[src/rtl/alu_result_display.sv]
`default_nettype none
// ============================================================================
// Module   : alu_result_display
// Purpose  : Rebuilds the 8-bit ALU result from nibbles R1/R2 and the Neg
//            flag, converts it to signed-magnitude decimal with a sequential
//            double-dabble engine, and scans it onto a 4-digit active-low
//            seven-segment display.
// Ports    : clk        - system clock, all logic on posedge
//            rst_n      - asynchronous active-low reset
//            R1 / R2    - ALU result high / low nibble
//            Neg        - ALU negative flag
//            student_id - ID digit shown on digit 3 (STUDENT_ID_EN only)
//            seg        - segments {g,f,e,d,c,b,a}, active-low
//            an         - digit enables, active-low, an[0]=ones .. an[3]=sign
//            busy       - high while a conversion is in progress
// Options  : `define STUDENT_ID_EN to show student_id on digit 3 when the
//            converted value is positive.
// Revision : 1.0 - initial release
// ============================================================================
module alu_result_display #(
    parameter int SCAN_DIV = 50000,
    parameter int CW       = 16
) (
    input  logic       clk,
    input  logic       rst_n,
    input  logic [3:0] R1,
    input  logic [3:0] R2,
    input  logic       Neg,
    input  logic [3:0] student_id,
    output logic [6:0] seg,
    output logic [3:0] an,
    output logic       busy
);

    localparam logic [1:0] c_IDLE  = 2'd0;
    localparam logic [1:0] c_LOAD  = 2'd1;
    localparam logic [1:0] c_SHIFT = 2'd2;
    localparam logic [1:0] c_DONE  = 2'd3;

    // Display digit codes: 0..9 are decimal digits, the rest are symbols.
    localparam logic [3:0] c_CODE_MINUS = 4'hA;
    localparam logic [3:0] c_CODE_BLANK = 4'hF;
`ifdef STUDENT_ID_EN
    localparam logic [3:0] c_CODE_ID    = 4'hB;
`endif

    localparam logic [6:0]    c_SEG_MINUS = 7'b0111111;
    localparam logic [6:0]    c_SEG_BLANK = 7'b1111111;
    localparam logic [CW-1:0] c_SCAN_LAST = CW'(SCAN_DIV - 1);

    logic [1:0]    state_q, state_d;
    logic [8:0]    cap_q, last_val_q;
    logic          valid_q;
    logic [19:0]   sh_q;
    logic [2:0]    bcnt_q;
    logic [3:0]    hund_q, tens_q, ones_q, dig3_q;
    logic [CW-1:0] scan_q, scan_d;
    logic [1:0]    idx_q, idx_d;
    logic [6:0]    seg_q, seg_d;
    logic [3:0]    an_q, an_d;

    logic [8:0]    w_sample;
    logic          w_new_sample;
    logic [7:0]    w_mag;
    logic [3:0]    w_code;

    assign w_sample     = {Neg, R1, R2};
    assign w_new_sample = !valid_q || (w_sample != last_val_q);
    assign w_mag        = cap_q[8] ? (~cap_q[7:0] + 8'd1) : cap_q[7:0];

    function automatic logic [6:0] hex_glyph(input logic [3:0] v);
        case (v)
            4'h0:    return 7'b1000000;
            4'h1:    return 7'b1111001;
            4'h2:    return 7'b0100100;
            4'h3:    return 7'b0110000;
            4'h4:    return 7'b0011001;
            4'h5:    return 7'b0010010;
            4'h6:    return 7'b0000010;
            4'h7:    return 7'b1111000;
            4'h8:    return 7'b0000000;
            4'h9:    return 7'b0010000;
            4'hA:    return 7'b0001000;
            4'hB:    return 7'b0000011;
            4'hC:    return 7'b1000110;
            4'hD:    return 7'b0100001;
            4'hE:    return 7'b0000110;
            default: return 7'b0001110;
        endcase
    endfunction

    function automatic logic [6:0] code_glyph(input logic [3:0] c);
        if (c <= 4'd9)             return hex_glyph(c);
        else if (c == c_CODE_MINUS) return c_SEG_MINUS;
        else                        return c_SEG_BLANK;
    endfunction

    // One double-dabble step: correct every BCD nibble >= 5, then shift.
    function automatic logic [19:0] dd_step(input logic [19:0] s);
        logic [19:0] t;
        t = s;
        for (int n = 0; n < 3; n++) begin
            if (t[8 + 4*n +: 4] >= 4'd5)
                t[8 + 4*n +: 4] = t[8 + 4*n +: 4] + 4'd3;
        end
        return {t[18:0], 1'b0};
    endfunction

    // ---------------- FSM: state register ----------------
    always_ff @(posedge clk or negedge rst_n) begin
        if (!rst_n) state_q <= c_IDLE;
        else        state_q <= state_d;
    end

    // ---------------- FSM: next state ----------------
    always_comb begin
        state_d = state_q;
        case (state_q)
            c_IDLE:  if (w_new_sample) state_d = c_LOAD;
            c_LOAD:  state_d = c_SHIFT;
            c_SHIFT: if (bcnt_q == 3'd7) state_d = c_DONE;
            default: state_d = c_IDLE;
        endcase
    end

    // ---------------- FSM: outputs ----------------
    always_comb begin
        busy = (state_q != c_IDLE);
    end

    // ---------------- Conversion datapath ----------------
    always_ff @(posedge clk or negedge rst_n) begin
        if (!rst_n) begin
            cap_q      <= '0;
            last_val_q <= '0;
            valid_q    <= 1'b0;
            sh_q       <= '0;
            bcnt_q     <= '0;
            hund_q     <= c_CODE_BLANK;
            tens_q     <= c_CODE_BLANK;
            ones_q     <= c_CODE_BLANK;
            dig3_q     <= c_CODE_BLANK;
        end else begin
            case (state_q)
                c_IDLE: begin
                    if (w_new_sample) cap_q <= w_sample;
                end
                c_LOAD: begin
                    sh_q   <= {12'b0, w_mag};
                    bcnt_q <= '0;
                end
                c_SHIFT: begin
                    sh_q   <= dd_step(sh_q);
                    bcnt_q <= bcnt_q + 3'd1;
                end
                default: begin
                    // Leading-zero blanking on hundreds and tens only.
                    hund_q <= (sh_q[19:16] == 4'd0) ? c_CODE_BLANK : sh_q[19:16];
                    tens_q <= (sh_q[19:12] == 8'd0) ? c_CODE_BLANK : sh_q[15:12];
                    ones_q <= sh_q[11:8];
`ifdef STUDENT_ID_EN
                    dig3_q <= cap_q[8] ? c_CODE_MINUS : c_CODE_ID;
`else
                    dig3_q <= cap_q[8] ? c_CODE_MINUS : c_CODE_BLANK;
`endif
                    last_val_q <= cap_q;
                    valid_q    <= 1'b1;
                end
            endcase
        end
    end

    // ---------------- Display scan ----------------
    // seg and an are both computed from the next index so they change
    // together on the same edge.
    always_comb begin
        scan_d = scan_q + CW'(1);
        idx_d  = idx_q;
        if (scan_q == c_SCAN_LAST) begin
            scan_d = '0;
            idx_d  = idx_q + 2'd1;
        end
        case (idx_d)
            2'd0:    w_code = ones_q;
            2'd1:    w_code = tens_q;
            2'd2:    w_code = hund_q;
            default: w_code = dig3_q;
        endcase
        seg_d = code_glyph(w_code);
`ifdef STUDENT_ID_EN
        // student_id is sampled live while digit 3 is being driven.
        if (idx_d == 2'd3 && dig3_q == c_CODE_ID) seg_d = hex_glyph(student_id);
`endif
        an_d = ~(4'b0001 << idx_d);
    end

`ifndef STUDENT_ID_EN
    logic w_unused_id;
    assign w_unused_id = ^student_id;
`endif

    always_ff @(posedge clk or negedge rst_n) begin
        if (!rst_n) begin
            scan_q <= '0;
            idx_q  <= '0;
            seg_q  <= c_SEG_BLANK;
            an_q   <= 4'hF;
        end else begin
            scan_q <= scan_d;
            idx_q  <= idx_d;
            seg_q  <= seg_d;
            an_q   <= an_d;
        end
    end

    assign seg = seg_q;
    assign an  = an_q;

endmodule
`default_nettype wire

[config.mk]
export PLATFORM = sky130hd
export DESIGN_NAME = alu_result_display
export DESIGN_NICKNAME = d
export VERILOG_FILES = /design/src/rtl/alu_result_display.sv
export SDC_FILE = /design/constraint.sdc
export NUM_CORES = 1
export LEC_CHECK = 0
export ABC_AREA = 1
export CAP_MARGIN = 20
export CORE_MARGIN = 1
export CORE_UTILIZATION = 25
export DETAILED_ROUTE_END_ITERATION = 12
export GPL_TIMING_DRIVEN = 0
export PLACE_DENSITY = 0.4
export SYNTH_ARGS = -nofsm -noshare
export SYNTH_HDL_FRONTEND = slang
export SYNTH_SLANG_ARGS = --single-unit
[constraint.sdc]
create_clock -name clk -period 2.1 [get_ports clk]
set_input_delay 0.63 -clock clk [delete_from_list [all_inputs] [get_ports clk]]
set_output_delay 0.63 -clock clk [all_outputs]
set_load 0.02 [all_outputs]
Yosys cells after proc, flatten, opt, wreduce, memory -nomap -nowiden
Memories as Yosys holds them, arrays and structs flattened.
Cells that the tools add are included.
{"block": "word_totals", "in_bits": 15, "out_inout_bits": 12, "rom_bits": 112, "register_bits": 89, "memories": 1, "elab_cells": 67}
{"block": "classes", "mux": 17, "bitwise_logic": 2, "n_eq_ne": 10, "shifts": 1, "add_sub_neg": 7, "magnitude_cmp": 4, "reduce_logical": 11}
{"memory": "(name not given)", "depth": 16, "word_bits": 7, "read_ports": 1, "rd_clocked_by_memory_dff": 0, "write_ports": 0, "line": "72", "source": "case (v)"}
{"op": "case mux 20 bit (2 select lines)", "count": 1}
{"op": "adder 16 x 1 -> 16 bit, second input constant", "count": 1}
{"op": "equality test 16 bit, second input constant", "count": 1}
{"op": "two-way mux 16 bit", "count": 1}
{"op": "two-way mux 4 bit", "count": 4}
{"op": "two-way mux 7 bit", "count": 2}
{"op": ">= comparator 4 x 3 -> 1 bit, second input constant", "count": 3}
{"op": "case mux 4 bit (3 select lines)", "count": 1}
{"op": "inequality test 9 bit", "count": 1}
{"op": "adder 4 x 2 -> 4 bit, second input constant", "count": 2}
{"op": "adder 8 x 1 -> 8 bit, second input constant", "count": 1}
{"op": "logical NOT 8 bit", "count": 1}
{"op": "two-way mux 8 bit", "count": 1}
{"op": "inverter 8 bit", "count": 1}
{"op": "two-way mux 2 bit", "count": 3}
{"op": "two-way mux 3 bit", "count": 2}
{"op": "case mux 2 bit (3 select lines)", "count": 1}
{"op": "case mux 3 bit (2 select lines)", "count": 1}
{"op": "equality test 2 x 1 -> 1 bit, second input constant", "count": 2}
{"op": "equality test 2 bit, second input constant", "count": 2}
{"op": "equality test 4 bit, second input constant", "count": 1}
{"op": "<= comparator 4 bit, second input constant", "count": 1}
{"op": "logical NOT 2 bit", "count": 2}
{"op": "logical NOT 4 bit", "count": 1}
{"op": "12 further kinds", "count": 15}

Longest topological paths before layout
{"block": "depth", "ltp_word": 7, "ltp_mapped": 16, "ltp_nobuf": 16}

Worst setup path before layout
OpenSTA, ideal clock, no wires.
{"block": "synth_timing", "path_type": "reg-to-reg", "start": "register scan_q[0]", "end": "register seg_q[3], in the netlist seg[3]", "setup_slack_ps": -38, "t_arrival_ps": 2056, "period_less_slack_ps": 2138, "path_stages_with_launch": 13, "required_time_ps": 2019, "cell_sequence": "dfrtp_1 > ha_1 > nand3_4 > nor2_4 > nand2_4 > o21ai_4 > nand3_1 > nand4_1 > inv_1 > ha_1 > nand3_1 > nand3_1 > nand3_2"}
{"block": "synth_via", "elab_chain_len": 6, "elab_cells_between_ends": 9, "cone_classes": "order compare (1); eq/ne (3); mux (3); reduce/logical (1); memory (1)"}
{"element": "start, declared", "line": "57", "source": "logic [CW-1:0] scan_q, scan_d;"}
{"element": "start signal, assigned", "line": "209", "source": "scan_q <= scan_d;"}
{"element": "equality test 16 bit (*)", "line": "179", "source": "if (scan_q == c_SCAN_LAST) begin"}
{"element": "two-way mux 2 bit (*)", "line": "179"}
{"element": "named net idx_d[1]", "line": "58", "source": "logic [1:0] idx_q, idx_d;"}
{"element": "equality test 2 bit, or another cell as far along", "line": "183", "source": "case (idx_d)"}
{"element": "case mux 4 bit (3 select lines) (*)", "line": "183"}
{"element": "memory read (16 x 7 bit) or <= comparator 4 bit (tied branches)"}
{"element": "two-way mux 7 bit (*)", "line": "93", "source": "if (c <= 4'd9) return hex_glyph(c);"}
{"element": "named net seg_d[3]", "line": "59", "source": "logic [6:0] seg_q, seg_d;"}
{"element": "end signal, assigned", "line": "206", "source": "seg_q <= c_SEG_BLANK;"}
{"element": "end signal, assigned", "line": "211", "source": "seg_q <= seg_d;"}
{"element": "end, declared", "line": "59"}
The timed path passes the listed nets; every way through them passes the cells marked *.
A chain may end at the register's enable or synchronous reset.

Worst setup path after layout
{"block": "layout_timing", "start": "register scan_q[1]", "end": "register seg_q[1], in the netlist seg[1]"}
The elaborated chain is that of the path after synthesis.

==> results.sh <==
export IMPL_drt_pass1_iterations=4
export IMPL_fin_total_pwr_mw=6.52
export IMPL_initial_core_util=0.255
export IMPL_yosys_warnings=0
export IMPL_relSlewSlack=0.610
export IMPL_first_global_vias=3654
export IMPL_worst_skew_pair_late_latency_ns=0.35
export IMPL_cap_viol_max_count=0
export IMPL_final_min_period_over_clock_period=1.04
export IMPL_cellPowerDensity_mw_per_mm2=1100
export IMPL_required_ns=2.37
export IMPL_chip_width_um=137
export IMPL_final_hold_violation_count=0
export IMPL_final_setup_fails=6
export IMPL_ios=27
export IMPL_number_of_storage_elements_in_the_synthesis_netlist=86
export IMPL_die_h_um=137
export IMPL_overflow=0
export IMPL_postSynthNetCount=560
export IMPL_remaining_drc_errors=0
export IMPL_cts_max_level=3
export IMPL_finalWorstPathRequiredPeriod_ns=2.18
export IMPL_grt_start_max_net_pins=67
export IMPL_power_leakage_nw=2.80
export IMPL_violations="negative setup slack"
export IMPL_setup_worst_path_class="reg -> reg"
export IMPL_num_antenna_cells=0
export IMPL_place_congestion=0.791
export IMPL_avgRoutedWirePerCell_um=13.3
export IMPL_final_critical_path_setup_slack_ns=-0.0771
export IMPL_routed_wl_um=11100
export IMPL_vias_per_cell=4.52
export IMPL_critical_path_reg2reg_startpoint="scan_q[1]"
export IMPL_floorplan_core_area_sq_mm=0.0180
export IMPL_syn_to_final_growth_pct=29.6
export IMPL_sink_count=86
export IMPL_holdCritPathClass="in -> async"
export IMPL_hold_bufs_at_cts=0
export IMPL_worst_r2r_cell_count=14
export IMPL_buffers_added_on_ports=22
export IMPL_fin_nets=632
export IMPL_globalRouteTotalUtil=0.126
export IMPL_drive_above_1_share=0.254
export IMPL_regToRegSetupSlack_ns=-0.08
export IMPL_setup_tns_ns=-0.282
export IMPL_netlist_instances=526
export IMPL_postSynthAreaPerCell_sq_um=8.71
export IMPL_yosysUniqueCellTypes=39
export IMPL_finClkSkew_ns=0.0117
export IMPL_max_ir_drop_vdd_uv=552
export IMPL_rsz0062_at_grt="true"
export IMPL_fin_hold_ws_ns=0.170
export IMPL_critical_path_reg2reg_endpoint="seg[1]"
export IMPL_dp_hpwl_um=7440
export IMPL_utilization=0.331
export IMPL_die_area_sq_mm=0.0189
export IMPL_finalInstanceArea_sq_mm=0.00594
export IMPL_timing_critical_path_to_type="flop"
export IMPL_routed_via_count=3764
export IMPL_antenna_found_initial=0
export IMPL_timing_worst_slew_pin_value_ns=0.585
export IMPL_critical_path_max_fanout=5
export IMPL_critPathArrivalTime_ns=2.45
export IMPL_drt_iter0_drc=202
export IMPL_fmaxAchievable_mhz=459
export IMPL_placed_area_sq_mm=0.00513
export IMPL_yosysSeqAreaShare=0.476
export IMPL_grt_first_pass_wirelength_um=18300
export IMPL_result_of_the_run="complete, but fails checks"
export IMPL_numCtsBuffers=9
export IMPL_path_clk_slew_ns=0.06
export IMPL_final_max_slew_viol_count=0
export IMPL_cts_root_to_sink_buffers=2
export IMPL_cp_start_kind="flop"
export IMPL_ant_nets=0
export IMPL_tritoncts="done"
export IMPL_clockRootBuffer="sky130_fd_sc_hd__clkbuf_16"
export IMPL_synth_area_sq_mm=0.00458
export IMPL_floorplan_rows=49
==> cell usage in the layout, fill, tap and decap left out, types with 11 or more instances in the layout <==
| cell | netlist | routed |
|---|---|---|
| sky130_fd_sc_hd__dfrtp_1 | 62 | 62 |
| sky130_fd_sc_hd__xor2_1 | 11 | 11 |
| sky130_fd_sc_hd__nor2_1 | 56 | 53 |
| sky130_fd_sc_hd__inv_1 | 75 | 72 |
| sky130_fd_sc_hd__nand3_2 | 6 | 13 |
| sky130_fd_sc_hd__dlymetal6s2s_1 | 0 | 12 |
| sky130_fd_sc_hd__nand2_1 | 92 | 88 |
| sky130_fd_sc_hd__dfstp_2 | 24 | 24 |
| sky130_fd_sc_hd__o21ai_0 | 28 | 25 |
| sky130_fd_sc_hd__nand3_1 | 37 | 27 |
| sky130_fd_sc_hd__ha_1 | 19 | 11 |
| sky130_fd_sc_hd__buf_4 | 0 | 38 |
| sky130_fd_sc_hd__a21oi_1 | 20 | 20 |
==> cell families after synthesis <==
| kind of cell | Yosys count | share of synthesized area |
|---|---|---|
| buffers and inverters | 91 | 0.0748 |
| xor gates and xnor gates | 12 | 0.0229 |
| DFF | 86 | 0.476 |
| and+or+nand+nor | 229 | 0.252 |
| AOI/OAI and AO/OA | 89 | 0.122 |
| adders and majority gates | 19 | 0.0519 |
==> sequential cells by signal (all words and copies together) (netlist names) <==
signal,count
last_val_q,9
state_q,2
sh_q,20
tens_q,4
an,4
scan_q,16
hund_q,4
bcnt_q,3
idx_q,2
cap_q,9
seg,7
ones_q,4
valid_q,1
dig3_q,1
==> area by class of cell <==
| class | instances | area, sq um |
|---|---|---|
| fill | 1871 | 12000 |
| multi-input combinational | 349 | 2280 |
| sequential | 86 | 2180 |
| timing repair buffer | 63 | 574 |
| inverter | 79 | 302 |
| tap | 229 | 287 |
| clock buffer | 11 | 243 |
| buffer | 10 | 46.3 |
| clock inverter | 5 | 26.3 |
==> critical path, stage by stage (launching register included) <==
cell and delay [ns]:
sky130_fd_sc_hd__dfrtp_1 0.39, sky130_fd_sc_hd__ha_4 0.17, sky130_fd_sc_hd__nand3_4 0.10, sky130_fd_sc_hd__nor2_4 0.16, sky130_fd_sc_hd__nand2_4 0.09, sky130_fd_sc_hd__o21ai_4 0.27, sky130_fd_sc_hd__nor2_4 0.09, sky130_fd_sc_hd__nand2_2 0.10
sky130_fd_sc_hd__nand3_4 0.13, sky130_fd_sc_hd__inv_6 0.12, sky130_fd_sc_hd__ha_4 0.21, sky130_fd_sc_hd__nand3_4 0.08, sky130_fd_sc_hd__nand2_1 0.07, sky130_fd_sc_hd__nand2_1 0.06, sky130_fd_sc_hd__nand2_1 0.05
==> metrics by stage <==
step / instances / setup WS [ns]
after CTS: 819 / -0.0607
after global routing: 832 / -0.217
after floorplan: 526 / 0.00927
final: 832 / -0.0771
after detailed placement: 778 / -0.699
after global placement: 777 / -2.95
==> report_power, final <==
| group | total [mW] | switching, mW | internal, mW |
|---|---|---|---|
| registers | 2.30 | 0.226 | 2.07 |
| logic | 2.74 | 1.69 | 1.05 |
| clock network | 1.49 | 0.662 | 0.824 |
| total | 6.52 | 2.57 | 3.94 |
==> worst max-delay path by stage <==
stage / end / depth (start not counted) / startpoint / slack [ns]
2_1_floorplan: seg[3] / 12 / scan_q[0] / 0.009
3_3_place_gp: bcnt_q[0] / 1 / rst_n / -2.95
5_1_grt: seg[3] / 14 / scan_q[1] / -0.22
4_1_cts: seg[3] / 13 / scan_q[4] / -0.06
3_5_place_dp: cap_q[7] / 7 / Neg / -0.70
6_report: seg[1] / 14 / scan_q[1] / -0.08
==> cell usage after synthesis <==
master | instances | share of area
sky130_fd_sc_hd__nand2_1 | 92 | 0.075
sky130_fd_sc_hd__inv_1 | 75 | 0.061
sky130_fd_sc_hd__dfrtp_1 | 62 | 0.34
sky130_fd_sc_hd__nor2_1 | 56 | 0.046
sky130_fd_sc_hd__nand3_1 | 37 | 0.040
sky130_fd_sc_hd__o21ai_0 | 28 | 0.031
sky130_fd_sc_hd__dfstp_2 | 24 | 0.14
sky130_fd_sc_hd__a21oi_1 | 20 | 0.022
sky130_fd_sc_hd__ha_1 | 19 | 0.052
sky130_fd_sc_hd__xor2_1 | 11 | 0.021
sky130_fd_sc_hd__clkbuf_1 | 10 | 0.0082
sky130_fd_sc_hd__o32ai_1 | 9 | 0.017
sky130_fd_sc_hd__a31oi_1 | 8 | 0.011
sky130_fd_sc_hd__o221ai_1 | 8 | 0.015
sky130_fd_sc_hd__nand4_1 | 7 | 0.0096
sky130_fd_sc_hd__nand2_4 | 6 | 0.015
sky130_fd_sc_hd__nand3_2 | 6 | 0.013
sky130_fd_sc_hd__o22ai_1 | 6 | 0.0082
sky130_fd_sc_hd__nand2_2 | 5 | 0.0068
sky130_fd_sc_hd__nor2_2 | 5 | 0.0068
sky130_fd_sc_hd__nand3_4 | 4 | 0.015
sky130_fd_sc_hd__nor2_4 | 4 | 0.0098
sky130_fd_sc_hd__inv_2 | 3 | 0.0025
sky130_fd_sc_hd__nand3b_1 | 3 | 0.0049
sky130_fd_sc_hd__o21ai_1 | 2 | 0.0022
sky130_fd_sc_hd__o21ai_2 | 2 | 0.0038
sky130_fd_sc_hd__o21bai_1 | 2 | 0.0033
sky130_fd_sc_hd__a21oi_2 | 1 | 0.0019
sky130_fd_sc_hd__a221oi_1 | 1 | 0.0019
sky130_fd_sc_hd__buf_1 | 1 | 0.00082
sky130_fd_sc_hd__buf_2 | 1 | 0.0011
sky130_fd_sc_hd__clkinv_1 | 1 | 0.00082
sky130_fd_sc_hd__nand2_8 | 1 | 0.0044
sky130_fd_sc_hd__nor3_2 | 1 | 0.0022
sky130_fd_sc_hd__nor4_1 | 1 | 0.0014
sky130_fd_sc_hd__o211ai_1 | 1 | 0.0016
sky130_fd_sc_hd__o21ai_4 | 1 | 0.0035
sky130_fd_sc_hd__or2_2 | 1 | 0.0014
sky130_fd_sc_hd__xnor2_1 | 1 | 0.0019
==> metal layers <==
layer / GRT usage / vias up / share of wire
met3: 0.0313 / 17 / 0.029
met5: 0 / - / 0
met1: 0.161 / 1817 / 0.47
li1: - / 1878 / -
met2: 0.203 / 52 / 0.48
met4: 0.0488 / 0 / 0.018
==> timing repair <==
| item | 4_1_cts | 5_1_grt |
|---|---|---|
| gates resized for setup | 35 | 37 |
| setup buffers | 26 | 13 |
| pin swaps | 18 | 28 |
| endpoints found under the setup margin | 22 | 41 |
| gates cloned | 0 | 1 |
Power figures use the tool's default switching activity.
